### src/rtl/fifo_ctrl_if.sv
// -----------------------------------------------------------------------------
// fifo_ctrl_if
// Request/status bundle between the FIFO top and its pointer/occupancy
// controller (fifo_ctrl).
//
// Parameters
//   DEPTH : number of register entries (power of two, >= 2)
//   AW    : pointer width, log2(DEPTH)
//
// Signals
//   wr_en, rd_en        : per-cycle write / read requests (top -> ctrl)
//   wr_sel[DEPTH]       : one-hot register-entry write enable (ctrl -> top)
//   rd_addr[AW]         : registered read-mux select (ctrl -> top)
//   data_count[AW+1]    : occupancy 0..DEPTH
//   full, empty         : occupancy flags
//   wr_ack, wr_err      : write accepted / rejected (cycle after request)
//   rd_ack, rd_err      : read accepted / rejected (cycle after request)
//   almost_full/empty   : only when FIFO_CTRL_ALMOST_EN is defined
//
// Modports
//   master : FIFO top side (drives requests)
//   slave  : controller side (drives selects and status)
// -----------------------------------------------------------------------------
interface fifo_ctrl_if #(
    parameter int DEPTH = 8,
    parameter int AW    = $clog2(DEPTH)
);
    logic             wr_en;
    logic             rd_en;
    logic [DEPTH-1:0] wr_sel;
    logic [AW-1:0]    rd_addr;
    logic [AW:0]      data_count;
    logic             full;
    logic             empty;
    logic             wr_ack;
    logic             wr_err;
    logic             rd_ack;
    logic             rd_err;
`ifdef FIFO_CTRL_ALMOST_EN
    logic             almost_full;
    logic             almost_empty;
`endif

    modport master (
        output wr_en,
        output rd_en,
        input  wr_sel,
        input  rd_addr,
        input  data_count,
        input  full,
        input  empty,
        input  wr_ack,
        input  wr_err,
        input  rd_ack,
`ifdef FIFO_CTRL_ALMOST_EN
        input  almost_full,
        input  almost_empty,
`endif
        input  rd_err
    );

    modport slave (
        input  wr_en,
        input  rd_en,
        output wr_sel,
        output rd_addr,
        output data_count,
        output full,
        output empty,
        output wr_ack,
        output wr_err,
        output rd_ack,
`ifdef FIFO_CTRL_ALMOST_EN
        output almost_full,
        output almost_empty,
`endif
        output rd_err
    );
endinterface

### src/rtl/fifo_ctrl.sv
// -----------------------------------------------------------------------------
// fifo_ctrl
// Pointer, occupancy and status controller for a DEPTH-entry register-file
// FIFO. Holds no data: it drives the one-hot write enables of the register
// bank and the registered select of the output read mux.
//
// Ports
//   clk      : rising-edge clock
//   reset_n  : asynchronous assert, synchronously released, active-low reset
//   bus      : fifo_ctrl_if.slave (requests in; wr_sel, rd_addr, count,
//              full/empty and ack/err status out)
//
// Optional feature
//   FIFO_CTRL_ALMOST_EN : when defined, adds almost_full (count == DEPTH-1)
//                         and almost_empty (count == 1) to the interface.
//
// Behaviour summary
//   - A write is accepted when wr_en & ~rd_en & ~full; wr_sel is the one-hot
//     of the tail pointer in that same cycle so the entry captures on the edge.
//   - A read is accepted when rd_en & ~wr_en & ~empty; rd_addr registers the
//     head pointer so mux data is valid in the cycle rd_ack is high.
//   - Simultaneous requests are ignored (NO_OP).
//   - ack/err are Moore outputs of the state, one cycle after the request.
// -----------------------------------------------------------------------------
module fifo_ctrl #(
    parameter int DEPTH = 8,
    parameter int AW    = $clog2(DEPTH)
) (
    input  logic          clk,
    input  logic          reset_n,
    fifo_ctrl_if.slave    bus
);

    typedef enum logic [2:0] {
        ST_INIT     = 3'd0,
        ST_NO_OP    = 3'd1,
        ST_WRITE    = 3'd2,
        ST_WR_ERROR = 3'd3,
        ST_READ     = 3'd4,
        ST_RD_ERROR = 3'd5
    } state_t;

    localparam logic [AW:0] COUNT_FULL = (AW+1)'(DEPTH);

    state_t          state_reg,   state_next;
    logic [AW-1:0]   head_reg,    head_next;
    logic [AW-1:0]   tail_reg,    tail_next;
    logic [AW:0]     count_reg,   count_next;
    logic [AW-1:0]   rd_addr_reg, rd_addr_next;

    logic            wr_req;
    logic            rd_req;
    logic            wr_accept;
    logic            rd_accept;
    logic            full_w;
    logic            empty_w;
    logic [DEPTH-1:0] wr_sel_w;

    logic            wr_ack_w;
    logic            wr_err_w;
    logic            rd_ack_w;
    logic            rd_err_w;

    // Occupancy flags come straight from the count register, so they show
    // the post-edge occupancy and fall to their reset values as soon as the
    // asynchronous reset clears the count.
    assign full_w  = (count_reg == COUNT_FULL);
    assign empty_w = (count_reg == '0);

    // Only a lone request is considered; both-at-once is a no-op.
    assign wr_req = bus.wr_en & ~bus.rd_en;
    assign rd_req = bus.rd_en & ~bus.wr_en;

    // reset_n gates the write enable so no register entry can be written
    // while reset is held, even if wr_en is high.
    assign wr_accept = wr_req & ~full_w & reset_n;
    assign rd_accept = rd_req & ~empty_w;

    // One-hot decode of the tail pointer into per-entry write enables.
    generate
        for (genvar gi = 0; gi < DEPTH; gi++) begin : g_wr_sel
            assign wr_sel_w[gi] = wr_accept & (tail_reg == AW'(gi));
        end
    endgenerate

    // State and pointer registers.
    always_ff @(posedge clk or negedge reset_n) begin
        if (!reset_n) begin
            state_reg   <= ST_INIT;
            head_reg    <= '0;
            tail_reg    <= '0;
            count_reg   <= '0;
            rd_addr_reg <= '0;
        end else begin
            state_reg   <= state_next;
            head_reg    <= head_next;
            tail_reg    <= tail_next;
            count_reg   <= count_next;
            rd_addr_reg <= rd_addr_next;
        end
    end

    // Next-state, pointer updates and Moore status decode.
    always_comb begin
        state_next   = ST_NO_OP;
        head_next    = head_reg;
        tail_next    = tail_reg;
        count_next   = count_reg;
        rd_addr_next = rd_addr_reg;
        wr_ack_w     = 1'b0;
        wr_err_w     = 1'b0;
        rd_ack_w     = 1'b0;
        rd_err_w     = 1'b0;

        if (wr_req) begin
            state_next = full_w ? ST_WR_ERROR : ST_WRITE;
        end else if (rd_req) begin
            state_next = empty_w ? ST_RD_ERROR : ST_READ;
        end

        // Pointers wrap by natural AW-bit overflow; accept conditions keep
        // the count inside 0..DEPTH.
        if (wr_accept) begin
            tail_next  = tail_reg + AW'(1);
            count_next = count_reg + (AW+1)'(1);
        end else if (rd_accept) begin
            rd_addr_next = head_reg;
            head_next    = head_reg + AW'(1);
            count_next   = count_reg - (AW+1)'(1);
        end

        unique case (state_reg)
            ST_WRITE:    wr_ack_w = 1'b1;
            ST_WR_ERROR: wr_err_w = 1'b1;
            ST_READ:     rd_ack_w = 1'b1;
            ST_RD_ERROR: rd_err_w = 1'b1;
            default:     ;
        endcase
    end

    assign bus.wr_sel     = wr_sel_w;
    assign bus.rd_addr    = rd_addr_reg;
    assign bus.data_count = count_reg;
    assign bus.full       = full_w;
    assign bus.empty      = empty_w;
    assign bus.wr_ack     = wr_ack_w;
    assign bus.wr_err     = wr_err_w;
    assign bus.rd_ack     = rd_ack_w;
    assign bus.rd_err     = rd_err_w;

`ifdef FIFO_CTRL_ALMOST_EN
    assign bus.almost_full  = (count_reg == COUNT_FULL - (AW+1)'(1));
    assign bus.almost_empty = (count_reg == (AW+1)'(1));
`endif

endmodule

### src/flat_wrapper.sv
// flat-port wrapper written by rule: the top's interface ports become plain ports
module fifo_ctrl_flat 
#(
    parameter int DEPTH = 8,
    parameter int AW    = $clog2(DEPTH)
)
  (clk, reset_n, bus_wr_en, bus_rd_en, bus_wr_sel, bus_rd_addr, bus_data_count, bus_full, bus_empty, bus_wr_ack, bus_wr_err, bus_rd_ack, bus_rd_err);
  fifo_ctrl_if #(.DEPTH(DEPTH), .AW(AW)) bus_i ();
  input  logic clk;
  input  logic reset_n;
  input wire logic [$bits(bus_i.wr_en)-1:0] bus_wr_en;
  input wire logic [$bits(bus_i.rd_en)-1:0] bus_rd_en;
  output wire logic [$bits(bus_i.wr_sel)-1:0] bus_wr_sel;
  output wire logic [$bits(bus_i.rd_addr)-1:0] bus_rd_addr;
  output wire logic [$bits(bus_i.data_count)-1:0] bus_data_count;
  output wire logic [$bits(bus_i.full)-1:0] bus_full;
  output wire logic [$bits(bus_i.empty)-1:0] bus_empty;
  output wire logic [$bits(bus_i.wr_ack)-1:0] bus_wr_ack;
  output wire logic [$bits(bus_i.wr_err)-1:0] bus_wr_err;
  output wire logic [$bits(bus_i.rd_ack)-1:0] bus_rd_ack;
  output wire logic [$bits(bus_i.rd_err)-1:0] bus_rd_err;
  assign bus_i.wr_en = bus_wr_en;
  assign bus_i.rd_en = bus_rd_en;
  assign bus_wr_sel = bus_i.wr_sel;
  assign bus_rd_addr = bus_i.rd_addr;
  assign bus_data_count = bus_i.data_count;
  assign bus_full = bus_i.full;
  assign bus_empty = bus_i.empty;
  assign bus_wr_ack = bus_i.wr_ack;
  assign bus_wr_err = bus_i.wr_err;
  assign bus_rd_ack = bus_i.rd_ack;
  assign bus_rd_err = bus_i.rd_err;
  fifo_ctrl #(.DEPTH(DEPTH), .AW(AW)) u_core (.clk(clk), .reset_n(reset_n), .bus(bus_i));
endmodule
### config.mk
export PLATFORM = sky130hd
export DESIGN_NAME = fifo_ctrl_flat
export DESIGN_NICKNAME = d
export VERILOG_FILES = /design/src/rtl/fifo_ctrl_if.sv /design/src/rtl/fifo_ctrl.sv /design/src/flat_wrapper.sv
export SDC_FILE = /design/constraint.sdc
export NUM_CORES = 1
export LEC_CHECK = 0
export CAP_MARGIN = 20
export CORE_ASPECT_RATIO = 1.75
export CORE_MARGIN = 5
export CORE_UTILIZATION = 37
export DETAILED_ROUTE_END_ITERATION = 8
export SLEW_MARGIN = 20
export SYNTH_ARGS = -nofsm -noshare
export SYNTH_HDL_FRONTEND = slang
export SYNTH_SLANG_ARGS = --single-unit
### constraint.sdc
create_clock -name clk -period 7.2 [get_ports clk]
set_input_delay 1.44 -clock clk [delete_from_list [all_inputs] [get_ports clk]]
set_output_delay 1.44 -clock clk [all_outputs]
set_load 0.01 [all_outputs]
* Yosys cells after proc, flatten, opt, wreduce, memory -nomap -nowiden *
Index checks and enable logic that the tools add are counted.

storage, ports and cells
  register bits = 16
  input port bits = 4
  output and inout port bits = 21

cells by class
  bitwise gates (word level) = 18
  eq/ne operators = 12
  multiplexer cells = 10
  $add $sub $neg = 4
  reduce and logical (&&, ||, !) cells = 4

operator list
  operator                                              number
  equality test 3 bit (second input constant)           6
  AND 1 bit                                             13
  equality test 3 x 2 -> 1 bit (second input constant)  4
  2-to-1 mux 4 bit                                      2
  adder 3 x 1 -> 3 bit (second input constant)          2
  2-to-1 mux 1 bit                                      6
  2-to-1 mux 3 bit                                      2
  NOT 1 bit                                             5
  adder 4 x 1 -> 4 bit (second input constant)          1
  equality test 4 bit (second input constant)           1
  zero test 4 bit                                       1
  subtractor 4 x 1 -> 4 bit (second input constant)     1
  equality test 3 x 1 -> 1 bit (second input constant)  1
  zero test 3 bit                                       1
  AND reduction 2 bit                                   1
  nonzero test 2 bit                                    1

* Logic depth before layout (Yosys ltp) *
Gate-level depths: netlist (run 1).

  word-level depth = 6
  depth in mapped cells = 9
  mapped depth without buffers = 8

* Least setup slack after synthesis (run 1) *
OpenSTA, ideal clock, no wires.

  path type = input to output
  start point = input port reset_n
  end point = output port bus_wr_sel[1]
  path buffers = 1
  data arrival time = 2140 ps
  setup slack = 3620 ps
  stages = 4
  cells stage by stage = and3b_2 > and2_4 > buf_6 > and3_2

between the ends
  word-level cells in the longest chain between the ends = 2

RTL lines
  element          line                source
  start, declared  flat_wrapper.sv:10  input logic reset_n;
  AND 1 bit        fifo_ctrl.sv:76     assign wr_accept = wr_req & ~full_w & reset_n;
  AND 1 bit        fifo_ctrl.sv:82     assign wr_sel_w[gi] = wr_accept & (tail_reg == AW'(gi));
  end, declared    flat_wrapper.sv:13  output wire logic [$bits(bus_i.wr_sel)-1:0] bus_wr_sel;

Every way passes these cells.

* Worst setup path in the final report (run 1) *
  start point = input port reset_n
  end point = output port bus_wr_sel[5]

The elaborated chain is that of the path after synthesis.

==> flow_metrics.tcl, run 1 <==
set metrics [dict create \
    synth_area_um2 926 \
    place_congestion 0.710 \
    cts_tree "yes" \
    grt_antenna_before_repair 0 \
    p_seq_share_pct 39.7 \
    postRouteWirelength_mm 1.80 \
    p_switching_mw 0.148 \
    grt_setup_unrepaired "false" \
    layout_common_cells "clkdlybuf4s50_1, dfrtp_1, ha_1" \
    critPathSlowestCell "clkdlybuf4s50_1" \
    ant_nets 0 \
    path_max_fanout 19 \
    syn_nets 91 \
    grt-ovfl-total 0 \
    diodes 0 \
    avgSynthCellArea_um2 12.0 \
    drv_slew 0 \
    synth_edf_count 0 \
    clock_sinks 16 \
    num_vias 646 \
    drc 0 \
    pwr-share-clk_pct 15.2 \
    post-route-period-util_pct 66.4 \
    syn-instance-count 77 \
    setup_tns_ns 0 \
    clk_latency_ns 0.24 \
    start_util_pct 37.6 \
    cts_root_buf "clkbuf_8" \
    drtIter0Drc 6 \
    seqCellArea_um2 400 \
    track_usage_pct 11.2 \
    reg2reg_slack_ns 4.82 \
    whs_endpoint "u_core.head_reg[2]" \
    layout_commonest_cell "clkdlybuf4s50_1" \
    dieArea_mm2 0.00364 \
    worstSetupPathType "input pin to output port" \
    hold_start "u_core.head_reg[2]" \
    syn_to_final_growth_pct 32.7 \
    cts_hold_buf 0 \
    drt-vias-per-instance 5.01 \
    worstRegToRegCells 8 \
    cts_setup_buffers 0 \
    reg2reg_from "u_core.bus.data_count[1]" \
    largest_register_ffs 4 \
    critPathCaptureType "output port" \
    cp_cell_sequence "clkdlybuf4s50_1 -> buf_4 -> and3b_2 -> and2_4 -> and3_2 -> clkdlybuf4s50_1" \
    ir_drop_mv 0.183 \
    tightest_slew_ns 0.692 \
    p_leak_nw 0.560 \
    fin_nets 119 \
    grt_pass1_wl_mm 3.02 \
    cts_buffers 3 \
    synth-seq-area-share_pct 43.2 \
    yosysUniqueCellTypes 28 \
    synth_ff_type "dfrtp_1" \
    clk_pin_slew_worst_paths_ns 0.06 \
    switching_share_pct 34.5 \
    grt_max_degree 20 \
    power_frac_comb_pct 45.1 \
    die_h_um 76.2 \
    cp.required_ns 5.76 \
    start_kind "input pin" \
    setup_violations 0 \
    yosys_warnings 0 \
    min_path_cells 1 \
    final_core_util_pct 49.9 \
    cts_resized 0 \
    num_rows 24 \
    drive_gt1_share_pct 20.4 \
    hold_viol_final 0 \
    internal_power_mw 0.282 \
    async_flop_share_pct 100 \
    grt_pass1_vias 652 \
    synth_seq_cells 16 \
    fmax_ghz 0.209 \
    crit_top_cell "clkdlybuf4s50_1" \
    h-tree-depth 1 \
    post-dp-hpwl_mm 1.42 \
    outcome "finished, final reports clean" \
    multi_input_area_um2 475 \
    core_mm2 0.00246 \
    maxCapViolCount 0 \
    fin_crit_ns 4.78 \
    nFillCells 241 \
    reg2reg_to "u_core.bus.data_count[3]" \
    yosysTopAreaCellShare_pct 43.2 \
    io_pins 25 \
    slew_headroom_pct 53.7 \
    wl_per_cell_um 13.9 \
    skew_ns 0.00114 \
    die_x_um 47.8 \
    critPathMaxStageDelay_ns 0.54 \
    hp-class "register to register" \
    synth_top_area_cell "dfrtp_1" \
    clk_path_buf_depth 2 \
    yosys-top-cells-area "dfrtp_1, ha_1, mux2_2, and3_2, mux2_4" \
    io_buffers 24 \
    p_per_area_mw_per_mm2 350 \
    arrival_ns 3.34 \
    dr.pass1.iters 4 \
]
## Yosys cell counts (2+ instances only)
| library cell | count |
|---|---|
| and3_2 | 4 |
| and3b_1 | 2 |
| dfrtp_1 | 16 |
| ha_1 | 9 |
| inv_1 | 4 |
| mux2_2 | 4 |
| mux2_4 | 2 |
| nand2_1 | 3 |
| nand3_1 | 2 |
| nor2_1 | 5 |
| nor2b_1 | 3 |
| nor3b_1 | 2 |
| o21ai_0 | 2 |
| xnor2_1 | 3 |
| xor2_1 | 3 |
## power by group through the flow
stage	logic, mW	registers [mW]	clock network [mW]
CTS	0.199	0.173	0.0677
global route	0.216	0.178	0.0716
detailed placement	0.197	0.174	0
floorplan	0.111	0.173	0
global placement	0.194	0.172	0
finish	0.194	0.171	0.0654
## metal layers
metal  global-route usage [%]  share of wire, %
met1                     11.9                35
met2                     19.6                58
met3                     2.36               5.7
met4                     4.85              0.95
met5                        0                 0
## worst max-delay path, delay by kind of cell
| kind | cells | cell delay (ns) |
|---|---|---|
| buf+inv | 3 | 1.25 |
| simple gates | 3 | 0.65 |
## final cells by class
class	count	area share (%)
sequential	16	32.6
tap	26	2.65
clock buffer	3	3.36
timing repair buffer	25	20.2
inverter	5	2.55
multi-input combinational	54	38.7
## metrics by stage
stage | hold slack [ns] | instance area, um2 | cells | worst slack [ns] | power (mW)
floorplan | 0.439 | 926 | 77 | 3.62 | 0.284
global placement | 0.459 | 1190 | 126 | 2.44 | 0.366
detailed placement | 0.459 | 1190 | 126 | 2.40 | 0.371
CTS | 0.474 | 1230 | 129 | 2.39 | 0.439
global route | 0.483 | 1230 | 129 | 2.31 | 0.466
finish | 0.468 | 1230 | 129 | 2.42 | 0.430
## how the worst max path moves through the flow
stage | start | endpoint | slack, ns | depth (start not counted)
2_1_floorplan | reset_n | bus_wr_sel[1] | 3.62 | 4
6_report | reset_n | bus_wr_sel[5] | 2.42 | 6
4_1_cts | reset_n | bus_wr_sel[5] | 2.39 | 6
5_1_grt | reset_n | bus_wr_sel[5] | 2.31 | 6
3_5_place_dp | reset_n | bus_wr_sel[5] | 2.40 | 6
3_3_place_gp | reset_n | bus_wr_sel[5] | 2.44 | 6
## logic make-up after synthesis
logic type | synth area share, %
xor gates and xnor gates | 5.68
muxes | 9.19
DFF | 43.2
AOI/OAI and AO/OA | 2.57
and+or+nand+nor | 19.6
adders and majority gates | 14.3
buffers and inverters | 5.41
(Power assumes the default switching activity.)
==> inputs of run 2 (changes only) <==
--- a/config.mk
+++ b/config.mk
@@ -10,6 +10,7 @@
 export CORE_MARGIN = 5
 export CORE_UTILIZATION = 37
 export DETAILED_ROUTE_END_ITERATION = 8
+export PLACE_DENSITY = 0.66
 export SLEW_MARGIN = 20
 export SYNTH_ARGS = -nofsm -noshare
 export SYNTH_HDL_FRONTEND = slang
==> constraint.sdc (replaced) <==
create_clock -name clk -period 4.3 [get_ports clk]
set_input_delay 0.86 -clock clk [delete_from_list [all_inputs] [get_ports clk]]
set_output_delay 0.86 -clock clk [all_outputs]
set_load 0.01 [all_outputs]
==> flow_metrics.tcl, run 2 (synthesis gave the netlist of run 1 again) <==
set metrics [dict create \
    fin_nets 119 \
    grt_antenna_before_repair 0 \
    post-dp-hpwl_mm 1.48 \
    dieArea_mm2 0.00364 \
    setup_tns_ns 0 \
    drt-vias-per-instance 4.98 \
    hp-class "register to register" \
    io_pins 25 \
    maxCapViolCount 0 \
    skew_ns 0.00134 \
    layout_commonest_cell "clkdlybuf4s50_1" \
    cts_root_buf "clkbuf_8" \
    min_path_cells 1 \
    path_max_fanout 7 \
    clk_latency_ns 0.24 \
    die_h_um 76.2 \
    nFillCells 232 \
    setup_violations 0 \
    grt-ovfl-total 0 \
    clk_path_buf_depth 2 \
    track_usage_pct 10.7 \
    post-route-period-util_pct 77.8 \
    slew_headroom_pct 53.8 \
    drv_slew 0 \
    num_vias 647 \
    cts_tree "yes" \
    largest_register_ffs 4 \
    total_power_mw 0.744 \
    p_leak_nw 0.568 \
    start_util_pct 37.6 \
    io_buffers 24 \
    h-tree-depth 1 \
    core_mm2 0.00246 \
    syn_to_final_growth_pct 34.2 \
    drive_gt1_share_pct 21.2 \
    start_kind "input pin" \
    clock_sinks 16 \
    cts_hold_buf 0 \
    grt_setup_unrepaired "false" \
    cts_resized 0 \
    p_per_area_mw_per_mm2 599 \
    grt_pass1_wl_mm 2.88 \
    critPathCaptureType "output port" \
    num_rows 24 \
    postRouteWirelength_mm 1.79 \
    dr.pass1.iters 2 \
    tightest_slew_ns 0.692 \
    grt_pass1_vias 673 \
    layout_common_cells "clkdlybuf4s50_1, dfrtp_1, ha_1" \
    arrival_ns 2.48 \
    cts_setup_buffers 0 \
    diodes 0 \
    hold_viol_final 0 \
    fmax_ghz 0.299 \
    die_x_um 47.8 \
    wl_per_cell_um 13.7 \
    cts_buffers 3 \
    fin_area_mm2 0.00124 \
    fin_crit_ns 3.34 \
    cp.required_ns 3.44 \
    clk_pin_slew_worst_paths_ns 0.06 \
    drtIter0Drc 9 \
    place_congestion 0.705 \
    drc 0 \
    ant_nets 0 \
    worstSetupPathType "input pin to output port" \
    outcome "finished, final reports clean" \
    worstRegToRegCells 8 \
    dpl_cell_area_mm2 0.00119 \
    grt_max_degree 19 \
    ir_drop_mv 0.243 \
]
-- run 2: path summary, 6_finish.rpt --
| path | startpoint | endpoint | slack [ns] |
|---|---|---|---|
| setup / recovery | reset_n | bus_wr_sel[1] | 0.96 |
| hold / removal | u_core.head_reg[2] | u_core.head_reg[2] | 0.49 |
| setup reg to reg | u_core.bus.data_count[1] | u_core.bus.data_count[3] | 1.96 |
| hold reg to reg | u_core.head_reg[2] | u_core.head_reg[2] | 0.49 |
| max in group asynchronous | reset_n | u_core.tail_reg[2] | 3.12 |
| min in group asynchronous | reset_n | u_core.state_reg[2] | 0.99 |
-- run 2: worst max-delay path: stages --
cell	delay (ns)
clkdlybuf4s50_1	0.49
and3b_2	0.20
and2_4	0.22
and3_2	0.19
clkdlybuf4s50_1	0.52
-- run 2: layout make-up --
class / instances / area [um2] / share of cell area, %
multi-input cells: 54 / 475 / 38.3
inverters: 5 / 31.3 / 2.52
well taps: 26 / 32.5 / 2.62
repair buffers: 25 / 248 / 19.9
clock buffers: 4 / 55.1 / 4.43
flip-flops and latches: 16 / 400 / 32.2
-- run 2: metal layers --
layer  GRT usage (%)  wire, um  vias to the layer above
li1                -         -                      316
met1            11.3       632                      305
met2            18.7       995                       22
met3            2.84       128                        4
met4            4.04        29                        0
met5               0         0                        -
-- run 2: where the power goes --
group	switching [mW]	leakage (nW)	internal, mW
sequential	0.0674	0.191	0.217
clock	0.0486	0.0288	0.0810
combinational	0.135	0.347	0.194
-- run 2: through the flow --
| step | util [%] | std cells | hold WS (ns) | setup WS, ns |
|---|---|---|---|---|
| 3_3_place_gp | 48.2 | 126 | 0.457 | 0.945 |
| 6_report | 50.5 | 130 | 0.486 | 0.956 |
| 4_1_cts | 50.5 | 130 | 0.493 | 0.939 |
| 5_1_grt | 50.5 | 130 | 0.502 | 0.864 |
| 2_1_floorplan | - | 77 | 0.439 | 1.86 |
| 3_5_place_dp | 48.2 | 126 | 0.484 | 0.946 |
==> inputs of run 3 (changes only) <==
==> constraint.sdc (replaced) <==
create_clock -name clk -period 3 [get_ports clk]
set_input_delay 0.6 -clock clk [delete_from_list [all_inputs] [get_ports clk]]
set_output_delay 0.6 -clock clk [all_outputs]
set_load 0.01 [all_outputs]
==> flow_metrics.tcl, run 3 (synthesis gave the netlist of run 1 again) <==
set metrics [dict create \
    routed.top_layer "met4" \
    clk_path_buf_depth 2 \
    drtIter0Drc 27 \
    skew_ns 0.00262 \
    hp-class "register to register" \
    dr.pass1.iters 2 \
    die_x_um 47.8 \
    clk_latency_ns 0.25 \
    fin_crit_ns 2.82 \
    endpoint "bus_wr_sel[1]" \
    worstRegToRegCells 8 \
    total_power_mw 1.07 \
    cts_setup_buffers 0 \
    wirelength_met1_um 627 \
    tightest_slew_ns 0.364 \
    grt_antenna_before_repair 0 \
    path_max_fanout 7 \
    layout_commonest_cell "clkdlybuf4s50_1" \
    wl_met2_um 891 \
    syn_to_final_growth_pct 35.0 \
    critPathSlowestCell "clkdlybuf4s50_1" \
    layout_common_cells "clkdlybuf4s50_1, dfrtp_1, ha_1" \
    placed_cells 127 \
    place_congestion 0.763 \
    grt_setup_unrepaired "false" \
    h-tree-depth 1 \
    num_vias 639 \
    post-dp-hpwl_mm 1.38 \
    io_pins 25 \
    reg2reg_slack_ns 0.62 \
    grt_pass1_wl_mm 2.95 \
    dpl_cell_area_mm2 0.00119 \
    cts_buffers 3 \
    outcome "finished, final reports clean" \
    largest_register_ffs 4 \
    fin_cells 131 \
    diodes 0 \
    ir_drop_mv 0.421 \
    worstSetupStartpoint "bus_rd_en" \
    start_util_pct 37.6 \
    clk_pin_slew_worst_paths_ns 0.06 \
    setup_violations 0 \
    critPathMaxStageDelay_ns 0.53 \
    maxCapViolCount 0 \
    grt_pass1_vias 700 \
    ant_nets 0 \
    die_h_um 76.2 \
    cp.required_ns 2.40 \
    critPathCaptureType "output port" \
    core_mm2 0.00246 \
    reg2reg_to "u_core.bus.data_count[3]" \
    grt_max_degree 19 \
    reg2reg_from "u_core.bus.data_count[1]" \
    cp_cell_sequence "clkdlybuf4s50_1 -> and3b_2 -> and2_4 -> and3_2 -> clkdlybuf4s50_1" \
    hold_viol_final 0 \
    worstSetupPathType "input pin to output port" \
    drv_slew 0 \
    clock_sinks 16 \
    p_per_area_mw_per_mm2 854 \
    p_leak_nw 0.573 \
    cts_tree "yes" \
    cts_root_buf "clkbuf_8" \
    cts_resized 0 \
    slew_headroom_pct 75.5 \
    postRouteWirelength_mm 1.71 \
    start_kind "input pin" \
    cts_hold_buf 0 \
    wl_met3_um 153 \
    drt-vias-per-instance 4.88 \
    finalWorstSetupSlack_ns 0.179 \
    post-route-period-util_pct 94.0 \
    arrival_ns 2.22 \
    drive_gt1_share_pct 21.9 \
    io_buffers 24 \
    fmax_ghz 0.354 \
    track_usage_pct 11.1 \
    wl_per_cell_um 13.0 \
    crit_top_cell "clkdlybuf4s50_1" \
    setup_tns_ns 0 \
    dieArea_mm2 0.00364 \
    grt-ovfl-total 0 \
    dp_slack_ns 0.172 \
    fin_nets 120 \
    num_rows 24 \
    fin_area_mm2 0.00125 \
    drc 0 \
]
==> run 3: power by group <==
part / switching, mW / internal (mW)
clock network: 0.0717 / 0.116
logic: 0.192 / 0.279
registers: 0.0965 / 0.311
total: 0.360 / 0.707
==> run 3: layout make-up <==
cell class,instances,area (um2)
clock buffer,4,55.1
fill,236,1210
inverter,5,31.3
multi-input combinational,54,475
sequential,16,400
tap,26,32.5
timing repair buffer,26,255
==> run 3: how the worst min path moves through the flow <==
| stage | start | to | slack, ns | depth (start not counted) |
|---|---|---|---|---|
| finish | u_core.head_reg[2] | u_core.head_reg[2] | 0.49 | 1 |
| global route | u_core.head_reg[2] | u_core.head_reg[2] | 0.52 | 1 |
| CTS | u_core.head_reg[2] | u_core.head_reg[2] | 0.49 | 1 |
| detailed placement | u_core.head_reg[2] | u_core.head_reg[2] | 0.48 | 1 |
| global placement | u_core.head_reg[2] | u_core.head_reg[2] | 0.46 | 1 |
| floorplan | reset_n | u_core.bus.data_count[0] | 0.30 | 0 |
==> run 3: metal layers <==
layer,GRT usage (%),vias up
li1,-,313
met1,11.5,300
met2,18.4,22
met3,3.31,4
met4,5.66,0
met5,0,-
==> run 3: metrics by stage <==
step           util, %  hold WS [ns]
6_report          50.8         0.486
5_1_grt           50.8         0.516
4_1_cts           50.8         0.493
3_5_place_dp      48.5         0.481
3_3_place_gp      48.5         0.458
2_1_floorplan        -         0.304
==> run 3: critical path: cells and delay by family <==
kind	cells	cell delay, ns
buf+inv	2	0.96
simple gates	3	0.67
